[src/rtl/life_sequencer.sv]
// Generation sequencer for a Game-of-Life frame engine: paces INIT/UPDATE/COPY
// phases against vsync. Optional per-phase watchdog enabled by LIFE_SEQ_WATCHDOG_EN.
module life_sequencer #(
  parameter int WDOG_CYCLES = 65535,
  parameter int GEN_W       = 16
) (
  input  logic             clk,
  input  logic             rst_n,
  input  logic             vsync,
  input  logic             run,
  input  logic             step,
  input  logic             randomize,
  input  logic [2:0]       rate,
  output logic             init_start,
  output logic             update_start,
  output logic             copy_start,
  input  logic             init_done,
  input  logic             update_done,
  input  logic             copy_done,
  output logic [1:0]       phase,
  output logic             busy,
  output logic [GEN_W-1:0] gen_count,
  output logic             wdog_err
);

  typedef enum logic [1:0] {
    IDLE   = 2'd0,
    INIT   = 2'd1,
    UPDATE = 2'd2,
    COPY   = 2'd3
  } state_e;

  state_e     state, state_next;
  logic       vsync_q;
  logic       tick;
  logic       boot_pend;
  logic       step_pend;
  logic [2:0] frame_cnt;
  logic       launch;
  logic       timeout;

  // The counter must be able to hold WDOG_CYCLES-1, so at least one bit.
  if (WDOG_CYCLES < 2) begin : g_wdog_range
    $error("life_sequencer: WDOG_CYCLES must be at least 2");
  end

  assign tick  = vsync & ~vsync_q;
  assign phase = state;
  assign busy  = (state != IDLE);

  // NOTE: every signal written here gets a default first, so no path can
  // leave it unassigned and infer a latch.
  always_comb begin
    state_next = state;
    launch     = 1'b0;
    case (state)
      IDLE: begin
        if (boot_pend) begin
          state_next = INIT;
        end else if (tick && (run ? (frame_cnt >= rate) : step_pend)) begin
          launch     = 1'b1;
          state_next = randomize ? INIT : UPDATE;
        end
      end
      INIT:    if (init_done)   state_next = IDLE;
      UPDATE:  if (update_done) state_next = COPY;
      COPY:    if (copy_done)   state_next = IDLE;
      default: state_next = IDLE;
    endcase
    if (timeout) state_next = IDLE;
  end

  // NOTE: sequential state uses non-blocking assignments so every register
  // samples the pre-edge value of the others, independent of statement order.
  always_ff @(posedge clk or negedge rst_n) begin
    if (!rst_n) begin
      state        <= IDLE;
      vsync_q      <= 1'b1;
      boot_pend    <= 1'b1;
      step_pend    <= 1'b0;
      frame_cnt    <= '0;
      gen_count    <= '0;
      init_start   <= 1'b0;
      update_start <= 1'b0;
      copy_start   <= 1'b0;
    end else begin
      state        <= state_next;
      vsync_q      <= vsync;
      // Reset always lands in IDLE, so the forced boot launch happens on this first edge.
      boot_pend    <= 1'b0;
      init_start   <= (state_next == INIT)   && (state != INIT);
      update_start <= (state_next == UPDATE) && (state != UPDATE);
      copy_start   <= (state_next == COPY)   && (state != COPY);

      if (run || launch) begin
        step_pend <= 1'b0;
      end else if (step && (state == IDLE)) begin
        step_pend <= 1'b1;
      end

      if ((state == IDLE) && tick) begin
        frame_cnt <= launch ? 3'd0 : frame_cnt + 3'd1;
      end

      if ((state == COPY) && copy_done) begin
        gen_count <= gen_count + 1'b1;
      end else if ((state == INIT) && init_done) begin
        gen_count <= '0;
      end
    end
  end

`ifdef LIFE_SEQ_WATCHDOG_EN
  localparam int WDOG_W = $clog2(WDOG_CYCLES);

  logic [WDOG_W-1:0] wdog_cnt;
  logic              phase_done;
  logic              wdog_q;

  always_comb begin
    phase_done = 1'b0;
    case (state)
      INIT:    phase_done = init_done;
      UPDATE:  phase_done = update_done;
      COPY:    phase_done = copy_done;
      default: phase_done = 1'b0;
    endcase
  end

  // A done arriving on the last allowed cycle still wins over the timeout.
  assign timeout = (state != IDLE) && !phase_done &&
                   (wdog_cnt == WDOG_W'(WDOG_CYCLES - 1));

  always_ff @(posedge clk or negedge rst_n) begin
    if (!rst_n) begin
      wdog_cnt <= '0;
      wdog_q   <= 1'b0;
    end else begin
      if (state_next != state) begin
        wdog_cnt <= '0;
      end else if (state != IDLE) begin
        wdog_cnt <= wdog_cnt + 1'b1;
      end
      if (timeout) wdog_q <= 1'b1;
    end
  end

  assign wdog_err = wdog_q;
`else
  assign timeout  = 1'b0;
  assign wdog_err = 1'b0;
`endif

endmodule

[config.mk]
export PLATFORM = sky130hd
export DESIGN_NAME = life_sequencer
export DESIGN_NICKNAME = d
export VERILOG_FILES = /design/src/rtl/life_sequencer.sv
export SDC_FILE = /design/constraint.sdc
export NUM_CORES = 1
export LEC_CHECK = 0
export BUFFER_PORTS_ARGS = -buffer_cell sky130_fd_sc_hd__buf_4
export CAP_MARGIN = 20
export CORE_AREA = 2 2 55 57
export DETAILED_ROUTE_END_ITERATION = 10
export DIE_AREA = 0 0 57 59
export PLACE_DENSITY = 0.8
export SYNTH_ARGS = -nofsm -noshare
export SYNTH_HDL_FRONTEND = slang
export SYNTH_SLANG_ARGS = --single-unit
[constraint.sdc]
create_clock -name clk -period 3.2 [get_ports clk]
set_clock_uncertainty 0.2 [all_clocks]
set_input_delay 0.32 -clock clk [delete_from_list [all_inputs] [get_ports clk]]
set_output_delay 0.32 -clock clk [all_outputs]
set_load 0.03 [all_outputs]
==> impl.org, run 1 <==
** Status
- Status :: finished clean

** Cells and area
- The post-route netlist has between 20 and 25% of its cells at a drive strength greater than 1.
- Layout Nets :: 202
- Core occupancy in the finished layout :: 66.25%
- In the final layout, flip-flops and latches occupy 678.2 µm².
- Total inserted antenna cells :: 0
- Compared with the post-synthesis result, the final layout area differs by 20.08%.
- The filler cells instantiated in the layout total 236.
- Multi-input gate area in the final layout :: between 700 and 800 µm²

** Routing
- Violation count after the first detailed-routing iteration :: 36
- Before antenna repair, the detailed router went through 4 iterations.
- In the final routed layout, each cell accounts on average for 15.31 µm.
- DRC viols :: 0
- Total via count in the routed design :: around 1,300
- The count of nets left with antenna violations once routing finished came out at 0.
- Aggregate routed wire length :: approximately 3300 µm
- In the routed layout, each cell is associated on average with a via count of 6.005.

** Timing
- Final period util :: 67.33%
- Measured against its own limit, the worst slew margin works out to between 50% and 60%.
- Fin. max-slew vios :: 0
- Timing would allow up to around 460 MHz.
- Setup repair after global routing left no endpoint under its margin.
- Setup violations, final :: 0
- For the pin with the worst max-slew slack, the measured transition is 610.2 ps.
- The number of failing hold endpoints at the final stage was 0.
- Summed over all failing endpoints, the final setup total negative slack is 0 ps.
- Minimum period implied by the final worst setup slack :: 2154 ps

** Clock network
- Sinks on Clock Net :: 27
- CTS H-tree depth :: 1
- TritonCTS built the clock tree.
- CTS root buf :: sky130_fd_sc_hd__clkbuf_4
- TritonCTS created 3 clock buffers.
- The clock reaches the later pin of the worst-skew pair after 330 ps.
- Clock-pin slew of the registers on the worst-case setup and hold paths :: 140 ps
- After clock tree synthesis, the repair step resized 0 gates.
- Max Root-Sink Buffers :: 2

** Pwr
- Power Dens Cells :: 477.4 mW/mm²
- For this design the static power due to leakage is 0.0008820 µW.
- Overall power of the completed layout :: 857.2 µW
- IR analysis of the VDD net gives a maximum drop of 323.7 µV.

** GRT
- Total overflow reported by the global router :: 0
- The number of global-route vias before repair was 1,207.
- Antenna violations before repair :: 0
- First-pass GRT wire length :: 5388 µm
- Global routing used roughly a fifth of the available tracks across all layers.
- Maximum number of pins on one net before global-route repair :: 28

** Yosys
- During synthesis, Yosys emitted a total of 0 warnings.
- Post-synthesis instance total :: 152
- After synthesis, the share of flip-flops with an asynchronous set or reset is 100.0%.
- Flops & latches, synth :: 27
- Sequential cell area fraction in the yosys report :: 45.36%
- Post-synthesis cell type with the largest combined area :: sky130_fd_sc_hd__dfrtp_1
- Most frequent cell after synthesis :: sky130_fd_sc_hd__dfrtp_1
- Most instantiated cells after synthesis :: sky130_fd_sc_hd__dfrtp_1 (25), sky130_fd_sc_hd__o21ai_0 (18), sky130_fd_sc_hd__nand2_1 (12)
- Post-synthesis cell type count :: 42
- Leading register cell type out of synthesis :: sky130_fd_sc_hd__dfrtp_1
- Post-Syn Area per Cell :: 9.837 µm²
- Number of flops mapped to enable cells by yosys :: 0
- Mapped cell area :: 0.001495 mm²
- Leading post-synthesis cells by cell area :: sky130_fd_sc_hd__dfrtp_1 (42%), sky130_fd_sc_hd__o21ai_0 (6.0%), sky130_fd_sc_hd__ha_1 (4.2%)
- Share of the synthesized area in the top cell type :: approximately two fifths

** Floorplan
- Vertical die dimension :: 59 µm
- Once the floorplan was initialized, standard cells occupied between 50% and 60% of the core.
- Die Span X :: 57 µm
- Top Ports :: 35
- Full die area :: 0.003363 mm²
- Standard cell core area :: about 0.0027 mm²
- The floorplan has 19 rows.

** Hold path
- The worst hold path was traced through 2 stages.
- In this run the worst hold path is classified as in2reg.
- Hold Path Origin :: update_done

** Job
- The tool flagged a number of max-cap violations equal to 0.

** Worst setup path
- STA classifies the critical path startpoint as a flop.
- Critical Path Fanout Max :: 3
- In this run the critical register-to-register path is launched from frame_cnt[0].
- For the worst setup path, the data required time is around 3200 ps.
- For the worst flop-to-flop path, the logic depth is 6.
- Critical path class :: reg2reg
- At the worst endpoint, the arrival time is roughly 2200 ps.
- The worst setup path is captured at a flop.
- Worst setup path startpoint :: frame_cnt[0]

** Placed design
- Count of input and output buffers :: 33
- Placer congestion estimate :: between 0.8 and 0.9
- Once detailed placement completed, the half-perimeter wirelength came to 2294 µm.
## repair_timing
item,4_1_cts,5_1_grt
setup buffers,0,0
hold endpoints to repair,30,0
setup endpoints to repair,0,0
hold buffers,4,0
## per-stage QoR
step / worst slack [ps] / cell area (µm²) / hold WS [ps] / instances
3_3_place_gp: 1087 / 1729 / 47.17 / 207
4_1_cts: 1017 / 1795 / 46.71 / 215
5_1_grt: 925.0 / 1795 / 65.00 / 215
3_5_place_dp: 1024 / 1729 / 52.98 / 207
6_report: 1046 / 1795 / 40.20 / 215
2_1_floorplan: 1166 / 1499 / -175.6 / 153
## power by group
part	total [µW]	internal, µW	switching, µW	leakage [µW]
logic	281	117	164	0.000505
clock network	152	49.0	103	0.0000150
registers	425	378	47.3	0.000362
## routing by layer
layer	wire (µm)	global-route usage, %	vias up
met4	28	5.316	0
met5	0	0	-
li1	-	-	620
met3	182	1.965	5
met2	1611	36.29	44
met1	1470	27.10	622
## worst max-delay path, stage by stage (launching register included)
cell and delay, ps:
sky130_fd_sc_hd__dfrtp_1 400, sky130_fd_sc_hd__inv_1 70, sky130_fd_sc_hd__ha_1 260, sky130_fd_sc_hd__nand2b_1 180
sky130_fd_sc_hd__a2111oi_4 490, sky130_fd_sc_hd__nor2_1 110, sky130_fd_sc_hd__a221o_1 350
## cell families (layout without fill, tap and decap cells)
group | after synthesis | count (layout) | synth area share [%]
simple gates | 53 | 53 | 21.17
compound gates | 47 | 47 | 21.76
flops | 27 | 27 | 45.36
buf+inv | 16 | 47 | 5.272
fa+ha+maj | 5 | 5 | 4.184
mux | 2 | 2 | 1.423
other cells | 1 | 2 | 0.2508
xor+xnor | 1 | 1 | 0.5859
## final timing paths
| path | endpoint | slack, ps |
|---|---|---|
| setup / recovery | phase[0] | 1050 |
| setup reg to reg | phase[0] | 1050 |
| hold reg to reg | gen_count[10] | 340 |
| min in group asynchronous | copy_start | 210 |
| max in group asynchronous | boot_pend | 2280 |
| hold / removal | copy_start | 40 |
## layout make-up
type	count	area share, %
Multi-Input combinational cell	110	41.32
Tap cell	31	2.160
Inverter	6	1.254
Sequential cell	27	37.77
Timing Repair Buffer	37	16.03
Clock buffer	4	1.463
## layout by cell type (no fill, tap or decap), drive strengths merged, types with 5 or more instances in the layout
master,count
dfrtp,25
o21ai,19
buf,33
ha,5
nand4,7
nand3,5
nor2,9
and3,7
a21oi,6
nand2,12
a31oi,8
inv,6
## flip-flops by register name, summed over array words and instances, names as in the netlist
name and count:
boot_pend 1, copy_start 1, frame_cnt 3, gen_count 16, init_start 1, phase 2
step_pend 1, update_start 1, vsync_q 1
Power figures use the tool's default switching activity.
==> run 2, diff against run 1 <==
- ABC_AREA: unset -> 1
- CORE_AREA: 2 2 55 57 -> 2 2 60 62
- DIE_AREA: 0 0 57 59 -> 0 0 62 64
- PLACE_DENSITY: 0.8 -> 0.73
- clock period: 3.2 -> 1.95 ns (I/O delays scaled with it)
==> run 2 against run 1 <==
Net effect: worst setup slack got worse by 940 ps; combinational power up 62%; sequential share of layout area is 3.2 points lower; wire length increased by 2.2%; fmax up 17%; critical path depth grew 2; critical endpoint is now step_pend; highest routed layer unchanged.
==> impl.org, run 2 <==
** Cells and area
- Highest-count cells in the layout ignoring fill and taps: sky130_fd_sc_hd__nand2_1 (53), sky130_fd_sc_hd__buf_4 (36), sky130_fd_sc_hd__inv_1 (32), sky130_fd_sc_hd__dfrtp_1 (23), sky130_fd_sc_hd__nand3_1 (22) (was sky130_fd_sc_hd__buf_4 (33), sky130_fd_sc_hd__dfrtp_1 (25), sky130_fd_sc_hd__o21ai_0 (18), sky130_fd_sc_hd__nand2_1 (12), sky130_fd_sc_hd__nor2_1 (9)).
- Area growth from synthesis to layout :: 27.14% (was 20.08%)
- The most common cell after layout, fill and taps aside is sky130_fd_sc_hd__nand2_1 (was sky130_fd_sc_hd__buf_4).
- Flip-flop count of the largest register, all copies and words added :: 16 (unchanged)
- Total inserted antenna cells :: 0 (unchanged)
- The final standard cell area without fillers is 0.001969 mm² (was 0.001795 mm²).
- The register with the most flip-flops is gen_count (unchanged).
- Fraction of final layout cells sized beyond drive strength 1 :: 23.29% (was 24.46%)
- Layout Nets :: 267 (was 202)

** Yosys
- The warning count from the yosys run was 0 (unchanged).
- Post-Syn Area per Cell :: 7.630 µm² (was 9.837 µm²)
- Adder-cell area share of the yosys netlist :: 4.039% (was 4.184%)
- Most instantiated cells after synthesis: sky130_fd_sc_hd__nand2_1 (53), sky130_fd_sc_hd__inv_1 (32), sky130_fd_sc_hd__dfrtp_1 (25) (was sky130_fd_sc_hd__dfrtp_1 (25), sky130_fd_sc_hd__o21ai_0 (18), sky130_fd_sc_hd__nand2_1 (12)).
- The number of flip-flops and latches in the synthesized netlist is 27 (unchanged).
- Most frequent cell after synthesis :: sky130_fd_sc_hd__nand2_1 (was sky130_fd_sc_hd__dfrtp_1)
- The count of flip-flops with a built-in enable after synthesis was 0 (unchanged).
- The mapped cell area came to 0.001549 mm² (was 0.001495 mm²).
- Xor/xnor share of the synthesized area :: 1.696% (was 0.5858%)
- The share of cell area taken by muxes after synthesis came to 0% (was 1.423%).
- Leading post-synthesis cells by cell area: sky130_fd_sc_hd__dfrtp_1 (40%), sky130_fd_sc_hd__nand2_1 (13%), sky130_fd_sc_hd__inv_1 (7.8%) (was sky130_fd_sc_hd__dfrtp_1 (42%), sky130_fd_sc_hd__o21ai_0 (6.0%), sky130_fd_sc_hd__ha_1 (4.2%)).
- Post-synthesis cell type with the largest combined area :: sky130_fd_sc_hd__dfrtp_1 (unchanged)
- The share of Yosys cell area claimed by the top area cell type came to 40.39% (was 41.84%).
- The count of cell types in the netlist was 28 (was 42).
- The synthesized netlist cell count was 203 (was 152).
- The most frequently used flop master after synthesis is sky130_fd_sc_hd__dfrtp_1 (unchanged).
- The simple-gate share of the synthesized area was 31.34% (was 21.17%).
- The largest family of logic cells by synthesized area was simple AND/OR/NAND/NOR gates (was compound AO/OA/AOI/OAI gates).
- The fraction of the mapped netlist area in compound gates came to 9.208% (was 21.76%).
- Post-synthesis async set-or-reset flop share :: 100.0% (unchanged)
- Sequential cell area fraction in the yosys report :: 43.78% (was 45.36%)

** Routing
- DRC viols :: 0 (unchanged)
- Average detailed-routed wire length per instance :: 11.41 µm (was 15.31 µm)
- Detail Route Antenna Nets :: 0 (unchanged)
- Aggregate routed wire length :: 3365 µm (was 3292 µm)
- Detailed-router iteration count before antenna repair :: 4 (unchanged)
- Detail-routed via count per cell :: 4.837 (was 6.005)
- Total via count in the routed design :: 1,427 (was 1,291)
- The number of violations reported at the end of detailed-routing iteration 0 came to 72 (was 36).

** Floorplan
- Top Ports :: 35 (unchanged)
- Initial cell density of the core :: 47.16% (was 55.17%)
- The width of the chip is 62 µm (was 57 µm).
- Standard cell core area :: 0.003284 mm² (was 0.002710 mm²)
- Number of placement rows :: 21 (was 19)
- The die area is 0.003968 mm² (was 0.003363 mm²).
- The die height was 64 µm (was 59 µm).

** Pwr
- The power density normalized to cell area was 698.7 mW/mm² (was 477.4 mW/mm²).
- Max IR drop VDD :: 350.3 µV (was 323.7 µV)
- The leakage power total was 0.001066 µW (was 0.0008820 µW).

** Timing
- Fin. max-slew vios :: 0 (unchanged)
- Setup repair after global routing missed its margin: false (unchanged).
- The number of failing hold endpoints at the final stage was 0 (unchanged).
- Fmax :: 542.2 MHz (was 464.2 MHz)
- Minimum period implied by the final worst setup slack :: 1844 ps (was 2154 ps)
- Final sum of negative setup slack :: 0 ps (unchanged)
- The period utilization is 94.58% (was 67.33%).
- The number of failing setup endpoints in the final timing report came to 0 (unchanged).

** Placed design
- Placement-stage cell area :: 0.001832 mm² (was 0.001729 mm²)
- Post-detail-place hpwl :: 2381 µm (was 2294 µm)
- The routability-driven placement congestion ratio is 0.8670 (was 0.8091).
- Count of input and output buffers :: 33 (unchanged)

** Worst setup path
- The maximum net fanout on the critical path came to 5 (was 3).
- Arrival time of data at the critical path endpoint :: 1940 ps (was 2190 ps)
- The required arrival time at the worst endpoint came to 2040 ps (was 3240 ps).
- Critical path class :: reg2reg (unchanged)
- The register-to-register path setup slack is 110 ps (was 1050 ps).
- The critical path startpoint category is a flop (unchanged).
- Critical path capture point type :: flop (unchanged)

** Clock network
- The TritonCTS sink count is 27 (unchanged).
- Number of buffers added by the clock tree synthesis step :: 3 (unchanged)
- CTS H-tree depth :: 1 (unchanged)
- The clock transition at the register clock pins on the worst setup and hold paths after CTS is 160 ps (was 140 ps).
- The latest clock arrival within the worst-skew pair came to 330 ps (about the same).
- Max Root-Sink Buffers :: 2 (unchanged)
- CTS root buf :: sky130_fd_sc_hd__clkbuf_4 (unchanged)
- CTS tree :: yes (unchanged)

** Hold path
- Path type of the worst min-delay path :: in2async (was in2reg)

** Status
- Status :: finished clean (unchanged)

** Job
- The number of maximum-capacitance violations came to 0 (unchanged).

** GRT
- The initial antenna violation count is 0 (unchanged).
- Global Route Usage Sum :: 18.07% (was 20.45%)
- The largest net degree at the start of global routing is 28 (unchanged).
- Via count of the first global-routing pass :: 1,318 (was 1,207)
- First-pass GRT wire length :: 5520 µm (was 5388 µm)
- Total overflow reported by the global router :: 0 (unchanged)
==> run 2: changes by cell type after synthesis, moves of 5 or more <==
cell                      previous run  this run
sky130_fd_sc_hd__nand2_1            12        53
sky130_fd_sc_hd__inv_1               6        32
sky130_fd_sc_hd__nand3_1             5        22
sky130_fd_sc_hd__o21ai_0            18        10
sky130_fd_sc_hd__a31oi_1             8         1
sky130_fd_sc_hd__and3_1              7         0
sky130_fd_sc_hd__buf_2               6         0
sky130_fd_sc_hd__nand4_1             7         2
sky130_fd_sc_hd__nor2_1              9        14
==> run 2: what timing repair did <==
item / 4_1_cts / 5_1_grt
hold buffers: 8 / 0
endpoints found under the setup margin: 0 / 2
endpoints found under the hold margin: 34 / 0
resized for setup: 0 / 3
buffers inserted: 0 / 3
==> run 2: path summary, 6_finish.rpt <==
path                               start             to  depth (start not counted)
setup / recovery                phase[0]      step_pend                          8
hold / removal                     rst_n   gen_count[5]                          2
setup reg to reg                phase[0]      step_pend                          8
hold reg to reg            gen_count[15]  gen_count[15]                          2
max in group asynchronous          rst_n        vsync_q                          2
min in group clk                 rate[0]       phase[0]                          7
==> run 2: routing by layer <==
metal | share of wire [%] | track usage, %
met5 | 0 | 0
met4 | 0.51 | 5.585
met3 | 3.8 | 2.429
met2 | 46 | 27.47
met1 | 49 | 26.26
==> run 2: final cells by class <==
class,instances,area (µm²)
well taps,46,57.56
fillers,316,1315
clock buffers,3,22.52
repair buffers,44,350.3
multi-input cells,141,726.9
inverters,33,123.9
flip-flops and latches,27,680.7
clock inverters,1,7.507
==> run 2: kinds of logic (layout without fill, tap and decap cells) <==
kind of cell               Yosys count  after routing
AOI/OAI and AO/OA                   26             26
xor gates and xnor gates             3              3
adders and majority gates            5              5
buffers and inverters               36             81
DFF                                 27             27
other                                1              2
and+or+nand+nor                    105            105
==> run 2: power by group <==
| group | switching (µW) | internal, µW |
|---|---|---|
| Clock | 176 | 78.6 |
| Sequential | 42.8 | 622 |
| Combinational | 280 | 176 |
==> run 2: worst max-delay path: stages, from the launching register on <==
cell and delay, ps:
sky130_fd_sc_hd__dfrtp_2 460, sky130_fd_sc_hd__inv_1 100, sky130_fd_sc_hd__nand2_2 110, sky130_fd_sc_hd__inv_1 100, sky130_fd_sc_hd__a21oi_1 70, sky130_fd_sc_hd__nor2_1 100
sky130_fd_sc_hd__dlygate4sd3_1 570, sky130_fd_sc_hd__nand2_1 50, sky130_fd_sc_hd__inv_1 50
==> run 2: per-stage QoR <==
step                util (%)  worst slack, ps  hold slack, ps  power (µW)  std cells
floorplan                  -            248.6          -300.6       965.5        204
global placement       55.77            278.8          -74.73        1082        280
detailed placement     55.77            290.7          -72.22        1092        280
CTS                    59.12            43.29           86.69        1362        292
global route           59.96            7.438           91.48        1483        295
finish                 59.96            105.8           86.36        1376        295
